**src/rtl/mips_pkg.sv**
```systemverilog
// rtl/mips_pkg.sv - shared fetch-stage types and constants
package mips_pkg;

    typedef enum logic [1:0] {
        ST_IDLE,
        ST_FETCH,
        ST_SQUASH
    } fetch_state_t;

    localparam logic [31:0] PC_STEP = 32'd4;

    typedef enum logic [1:0] {
        SEL_NONE,
        SEL_BRANCH,
        SEL_JUMP,
        SEL_JR
    } redirect_sel_t;

    function automatic logic [31:0] align_word(input logic [31:0] addr);
        return {addr[31:2], 2'b00};
    endfunction

endpackage

```
**src/rtl/next_pc_sel.sv**
```systemverilog
// rtl/next_pc_sel.sv - priority select of jr > jump > branch redirect target
module next_pc_sel
    import mips_pkg::*;
(
    input  logic        i_enable,
    input  logic        i_jr,
    input  logic [31:0] i_jr_target,
    input  logic        i_jump,
    input  logic [31:0] i_jump_target,
    input  logic        i_branch_taken,
    input  logic [31:0] i_branch_target,
    output logic        o_redirect,
    output logic [31:0] o_target
);

    redirect_sel_t w_sel;

    always_comb begin
        w_sel = SEL_NONE;
        if (i_jr)
            w_sel = SEL_JR;
        else if (i_jump)
            w_sel = SEL_JUMP;
        else if (i_branch_taken)
            w_sel = SEL_BRANCH;
    end

    always_comb begin
        o_target = 32'd0;
        case (w_sel)
            SEL_JR:     o_target = align_word(i_jr_target);
            SEL_JUMP:   o_target = align_word(i_jump_target);
            SEL_BRANCH: o_target = align_word(i_branch_target);
            default:    o_target = 32'd0;
        endcase
    end

    assign o_redirect = i_enable && (w_sel != SEL_NONE);

endmodule

```
**src/rtl/fetch_pc_unit.sv**
```systemverilog
// rtl/fetch_pc_unit.sv - PC register and fetch sequencer with one-entry decode buffer
module fetch_pc_unit
    import mips_pkg::*;
#(
    parameter logic [31:0] RESET_PC = 32'h0000_0000
) (
    input  logic        clk,
    input  logic        reset,
    input  logic        stall,
    input  logic        branch_taken,
    input  logic [31:0] branch_target,
    input  logic        jump,
    input  logic [31:0] jump_target,
    input  logic        jr,
    input  logic [31:0] jr_target,
    output logic        imem_req,
    output logic [31:0] imem_addr,
    input  logic        imem_ack,
    input  logic [31:0] imem_rdata,
    output logic [31:0] pc,
    output logic [31:0] pc_plus4,
    output logic [31:0] instr,
    output logic        instr_valid
);

    fetch_state_t r_state;
    logic [31:0]  r_fetch_addr;
    logic [31:0]  r_pending;
    logic [31:0]  r_pc;
    logic [31:0]  r_instr;
    logic         r_valid;

    logic         w_consume;
    logic         w_redirect;
    logic [31:0]  w_target;
    logic         w_ack;

    assign w_consume = r_valid & ~stall;
    assign w_ack     = imem_req & imem_ack;

    next_pc_sel u_next_pc_sel (
        .i_enable        (w_consume),
        .i_jr            (jr),
        .i_jr_target     (jr_target),
        .i_jump          (jump),
        .i_jump_target   (jump_target),
        .i_branch_taken  (branch_taken),
        .i_branch_target (branch_target),
        .o_redirect      (w_redirect),
        .o_target        (w_target)
    );

    // Request only when the buffer will have room at the next edge.
    always_comb begin
        imem_req = 1'b0;
        case (r_state)
            ST_FETCH:  imem_req = ~r_valid | w_consume;
            ST_SQUASH: imem_req = 1'b1;
            default:   imem_req = 1'b0;
        endcase
    end

    always_ff @(posedge clk) begin
        if (reset) begin
            r_state      <= ST_IDLE;
            r_fetch_addr <= RESET_PC;
            r_pending    <= RESET_PC;
            r_pc         <= RESET_PC;
            r_instr      <= 32'd0;
            r_valid      <= 1'b0;
        end else begin
            case (r_state)
                ST_IDLE: r_state <= ST_FETCH;
                ST_FETCH: begin
                    if (w_ack) begin
                        if (w_redirect) begin
                            r_valid      <= 1'b0;
                            r_fetch_addr <= w_target;
                        end else begin
                            r_instr      <= imem_rdata;
                            r_pc         <= r_fetch_addr;
                            r_valid      <= 1'b1;
                            r_fetch_addr <= r_fetch_addr + PC_STEP;
                        end
                    end else if (w_redirect) begin
                        // The outstanding request must complete before the target can be issued.
                        r_pending <= w_target;
                        r_valid   <= 1'b0;
                        r_state   <= ST_SQUASH;
                    end else if (w_consume) begin
                        r_valid <= 1'b0;
                    end
                end
                ST_SQUASH: begin
                    if (imem_ack) begin
                        r_fetch_addr <= r_pending;
                        r_state      <= ST_FETCH;
                    end
                end
                default: r_state <= ST_IDLE;
            endcase
        end
    end

    assign imem_addr   = r_fetch_addr;
    assign pc          = r_pc;
    assign pc_plus4    = r_pc + PC_STEP;
    assign instr       = r_instr;
    assign instr_valid = r_valid;

endmodule
```
**config.mk**
```make
export PLATFORM = sky130hd
export DESIGN_NAME = fetch_pc_unit
export DESIGN_NICKNAME = d
export VERILOG_FILES = /design/src/rtl/mips_pkg.sv /design/src/rtl/next_pc_sel.sv /design/src/rtl/fetch_pc_unit.sv
export SDC_FILE = /design/constraint.sdc
export NUM_CORES = 1
export LEC_CHECK = 0
export ABC_AREA = 1
export CAP_MARGIN = 25
export CORE_MARGIN = 8
export CORE_UTILIZATION = 30
export DETAILED_ROUTE_END_ITERATION = 10
export GPL_TIMING_DRIVEN = 1
export PLACE_DENSITY_LB_ADDON = 0.3
export SYNTH_ARGS = -nofsm -noshare
export SYNTH_HDL_FRONTEND = slang
export SYNTH_SLANG_ARGS = --single-unit
```
**constraint.sdc**
```tcl
create_clock -name clk -period 4.1 [get_ports clk]
set_input_delay 1.23 -clock clk [delete_from_list [all_inputs] [get_ports clk]]
set_output_delay 1.23 -clock clk [all_outputs]
set_load 0.05 [all_outputs]
```
* After elaboration in Yosys (flattened, before gate mapping) *
Index checks and enable logic that the tools add are counted.

cells by class
  add/sub/neg operators = 2
  equal/unequal tests = 9
  muxes and demuxes = 17
  bitwise gates (word level) = 7
  reduce and logical (&&, ||, !) cells = 10

operators with widths
  cell                     count
  $mux W32                 3
  $pmux W32 S3             1
  $add A32 B3 Y32 const B  2
  $pmux W32 S2             1
  $reduce_and A3 Y1        4
  $mux W2                  5
  $eq A2 B2 Y1 const B     3
  $ne A2 B2 Y1 const B     3
  $pmux W2 S3              1
  $mux W1                  5
  $eq A2 B1 Y1 const B     2
  $not A1 Y1               4
  $reduce_bool A2 Y1       2
  $reduce_bool A3 Y1       1
  $and A1 B1 Y1            2
  $logic_not A2 Y1         1
  $ne A2 B1 Y1 const B     1
  $pmux W1 S2              1
  $reduce_and A2 Y1        1
  $logic_and A1 B1 Y1      1
  $or A1 B1 Y1             1

word-level totals
  flip-flop bits (word level) = 131
  input port bits = 135
  output and inout bits = 130
  word-level logic and storage cells = 51

* Depth between registers and ports, before layout *
Gate-level depths: netlist (run 1).

  depth in word-level cells = 8
  gate-level depth with buffers = 13
  mapped depth without buffers = 12

* Cells and area by module *
Synthesis (run 1) repeated with hierarchy kept, for this count alone.

unflattened totals
  cells, all modules = 1,141
  area total of the unflattened synthesis = 7,764.9 um^2

modules (own cells, without submodules)
  module         instances  cells an instance  area each (um^2)  seq. area each (um^2)
  fetch_pc_unit  1          999                6,729.0           2,622.5
  next_pc_sel    1          142                1,036.0           0.0

* Worst setup path before layout (run 1) *
OpenSTA, ideal clock, no wires.

  path kind = register to output
  start = register r_pc[2] (netlist: pc[2])
  end = output pc_plus4[28]
  arrival = 2.612 ns
  slack = 0.258 ns
  cell stages (with the launch flop) = 9
  cells stage by stage = dfxtp_1 ha_1 nand3_2 nor3_4 nand3b_4 nor2_4 nand3_4 nor2_4 xor2_1

on the way
  word-level cells in the longest chain between the ends = 1

RTL lines
  what                    RTL line              source
  from (decl)             fetch_pc_unit.sv:29   logic [31:0] r_pc;
  from (signal assigned)  fetch_pc_unit.sv:81   r_pc <= r_fetch_addr;
  $add A32 B3 Y32         fetch_pc_unit.sv:107  assign pc_plus4 = r_pc + PC_STEP;
  to (decl)               fetch_pc_unit.sv:21   output logic [31:0] pc_plus4,

No other way between the ends.

* Final worst setup path (run 1) *
  start = register r_pc[5] (netlist: pc[5])
  end = output pc_plus4[19]

The elaborated chain is that of the path after synthesis.

==> results of run 1 <==
-- power by group through the flow --
| stage | combinational [W] | sequential [W] | clock (W) |
|---|---|---|---|
| final | 0.00166 | 0.00147 | 0.00145 |
| after global routing | 0.00181 | 0.00148 | 0.00155 |
| after global placement | 0.00166 | 0.00149 | 0 |
| after floorplan | 0.000818 | 0.00178 | 0 |
| after CTS | 0.00167 | 0.00147 | 0.00149 |
| after detailed placement | 0.00166 | 0.00149 | 0 |
-- worst reg2reg max path, cell delays in order (launching register included) --
cell and delay, ps:
dfxtp_1 320, inv_1 80, ha_1 180, buf_4 450, nor2_2 100, nor2_2 100
nand3_2 120, nor2_4 130, nand2_4 60, clkinv_2 40, buf_4 550, o21ai_0 220
a21oi_1 150
-- layout make-up --
| cell class | instances | area [um2] | area share [%] |
|---|---|---|---|
| clock inverter | 7 | 90.09 | 0.8679 |
| inverter | 74 | 279.0 | 2.688 |
| timing repair buffer | 264 | 2633 | 25.36 |
| sequential | 125 | 2502 | 24.11 |
| tap | 319 | 399.1 | 3.845 |
| multi-input combinational | 857 | 4003 | 38.56 |
| clock buffer | 22 | 474.2 | 4.568 |
-- flip-flops by register name, indices dropped and copies added, names as in the netlist --
register     flops
r_state          2
imem_addr       30
r_pending       30
instr_valid      1
instr           32
pc              30
-- through the flow --
| step | utilization, % | hold WS [ps] | total power [W] | setup slack (ps) |
|---|---|---|---|---|
| floorplan | - | 429.7 | 0.002598 | 258.2 |
| detailed placement | 41.88 | 446.1 | 0.003151 | 465.1 |
| global route | 44.35 | 469.2 | 0.004840 | 31.25 |
| finish | 44.35 | 454.1 | 0.004580 | 212.7 |
| global placement | 41.88 | 440.2 | 0.003145 | 463.3 |
| CTS | 44.29 | 454.7 | 0.004629 | 1.577 |
-- kinds of logic (layout without fill, tap and decap cells) --
group | after synthesis | after routing | synth area share, %
AOI/OAI and AO/OA | 220 | 220 | 15.61
other | 1 | 6 | 0.05268
DFF | 125 | 125 | 35.16
and+or+nand+nor | 586 | 586 | 34.47
xor gates and xnor gates | 40 | 40 | 4.922
buffers and inverters | 138 | 367 | 8.912
adders and majority gates | 5 | 5 | 0.8789
-- cells in the mapped netlist (all sizes together), types with 4 or more instances --
master  count
nor2      176
inv        73
nor3        4
ha          5
nand2     329
clkbuf     31
xnor2      14
xor2       26
nand4       8
a21oi     122
o21ai      95
dfxtp     125
buf        33
nand3      62
-- metal layers --
metal / GRT usage, % / routed length (um) / up-vias
li1: - / - / 3995
met1: 22.33 / 11790 / 3361
met2: 27.54 / 11120 / 271
met3: 5.144 / 2184 / 22
met4: 4.844 / 329 / 0
met5: 0 / 0 / -
-- how the worst min path moves through the flow --
stage | from | end | slack [ps]
floorplan | r_pending[10] | r_pending[10] | 430
global placement | r_pending[15] | r_pending[15] | 440
detailed placement | r_pending[15] | r_pending[15] | 450
CTS | r_pending[15] | r_pending[15] | 450
global route | r_pending[15] | r_pending[15] | 470
finish | r_pending[18] | r_pending[18] | 450
==> metrics.txt, run 1 <==
TNS Setup=0 ps; Final Instance Area=0.01038 mm2; Hold Crit Class=flip-flop to flip-flop; most frequent cells in the layout=nand2_1 (323), clkdlybuf4s50_1 (238), nor2_1 (162); Layout Area Growth over Synthesis=45.83%; CTS clk-pin slew, worst paths=60 ps; Initial DRC Count=432; Pre-antenna DRT Iters=5; RSZ-0062 raised after global routing=false; number of synthesized flops with an enable pin=0; Die Y=170.0 um; Max transition margin=42.68%; dominant cells by area after synthesis=dfxtp_1 (35%), nand2_1 (17%), nor2_1 (8.6%); Sw Pwr=0.001753 W; Reg-to-Reg End=pc[27]; CP max stage cell=clkdlybuf4s50_1; Placer Congestion=0.8480; via count of the routed design=7649; CP max FO=5; Reg2Reg Launch Point=r_state[0]; Root Buffer=clkbuf_16; delay-heaviest family, CP=buffers and inverters; Req. time, crit path=2870 ps; Final Hold Viols=0; slowest cell delay on critical path=840 ps; Fillers=2501; Fmax=257.3 MHz; critical path depth=7; crit path launch=pc[5]; Yosys top cell area share=35.16%; biggest area consumer among synthesized cells=dfxtp_1; Syn Inst Count=1115; mean post-synth cell area=6.384 um2; Initial Utilization=30.42%; CTS tree=done; vias per inst=4.586; I/O pin cnt=265; power per cell area=441.2 mW/mm2; Peak VDD IR=280.4 uV; final non-filler cell total=1668; Clock power frac=31.7%; CP endpoint=pc_plus4[19]; final WL=25420 um; Clock Sinks=125; placed inst area=0.009801 mm2; Reg power frac=32.0%; Worst R2R Setup Slack=1520 ps; first-pass GRT wire length=39930 um; Worst Path Arrival=2660 ps; hold depth=2; Syn. warnings=0; Distinct cells, synth=37; Routed WL per cell=15.24 um; Final Max Tran Viols=0; largest net degree at the start of global routing=72; Post-Syn Area=0.007118 mm2; Comb pwr share=36.2%; Seq/Total Area, Yosys=35.16%; total gr overflow=0; n_diodes=0; Pleak=4.133 nW; Worst R2R Path Depth=12; CP Capture Type=primary output; startpoint types=flip-flop; Max Cap Viol=0; Clk Latency, worst-skew pair=420 ps; post-route ant nets=0; Core Area=0.02340 mm2; Chip Width=170.0 um; Final period util=94.81%; vias in the first global route=7458; #FFs+latches synth=125; antenna violations before repair=0; Internal=0.002826 W; post-CTS sizing=0; number of setup buffers added after CTS=0; full die area=0.02891 mm2; PortBufs=252; hold buffers post-CTS=0; Site Rows=56; drt drc=0; Final #Nets=1479; total CTS buffers=17; status=finished, final reports clean; top_reg_cell synth=dfxtp_1; total track usage=17.28%; clock skew=11.46 ps; Final HPWL DP=19130 um; Worst-Margin Slew=858.9 ps; DP Cell Count=1639; H-tree levels=4; layout cells sized above 1=5.930%; Tmin final=3887 ps; sw frac=38.28%; Critical Path, Cell by Cell=nand2_1 -> nor2_1 -> nand3_1 -> inv_1 -> nand4_1 -> xnor2_1 -> clkdlybuf4s50_1; Synth async-reset ratio=0%; Setup Crit Path Kind=flip-flop to primary output; WP buf/inv=2; commonest non-fill, non-tap cell in the layout=nand2_1; CTS max path bufs=2; Setup Viol. Count Final=0
No activity file was read; power rests on OpenSTA's default activity.
==> run 2: changes to the inputs <==
Settings changed: CAP_MARGIN 25 to unset.
==> results of run 2 <==
The final DEF is identical to that of run 1; final timing and power are the same.
==> run 3: changes to the inputs <==
Settings changed: TNS_END_PERCENT set to 5.
==> results of run 3 <==
The final DEF is identical to that of run 1; final timing and power are the same.
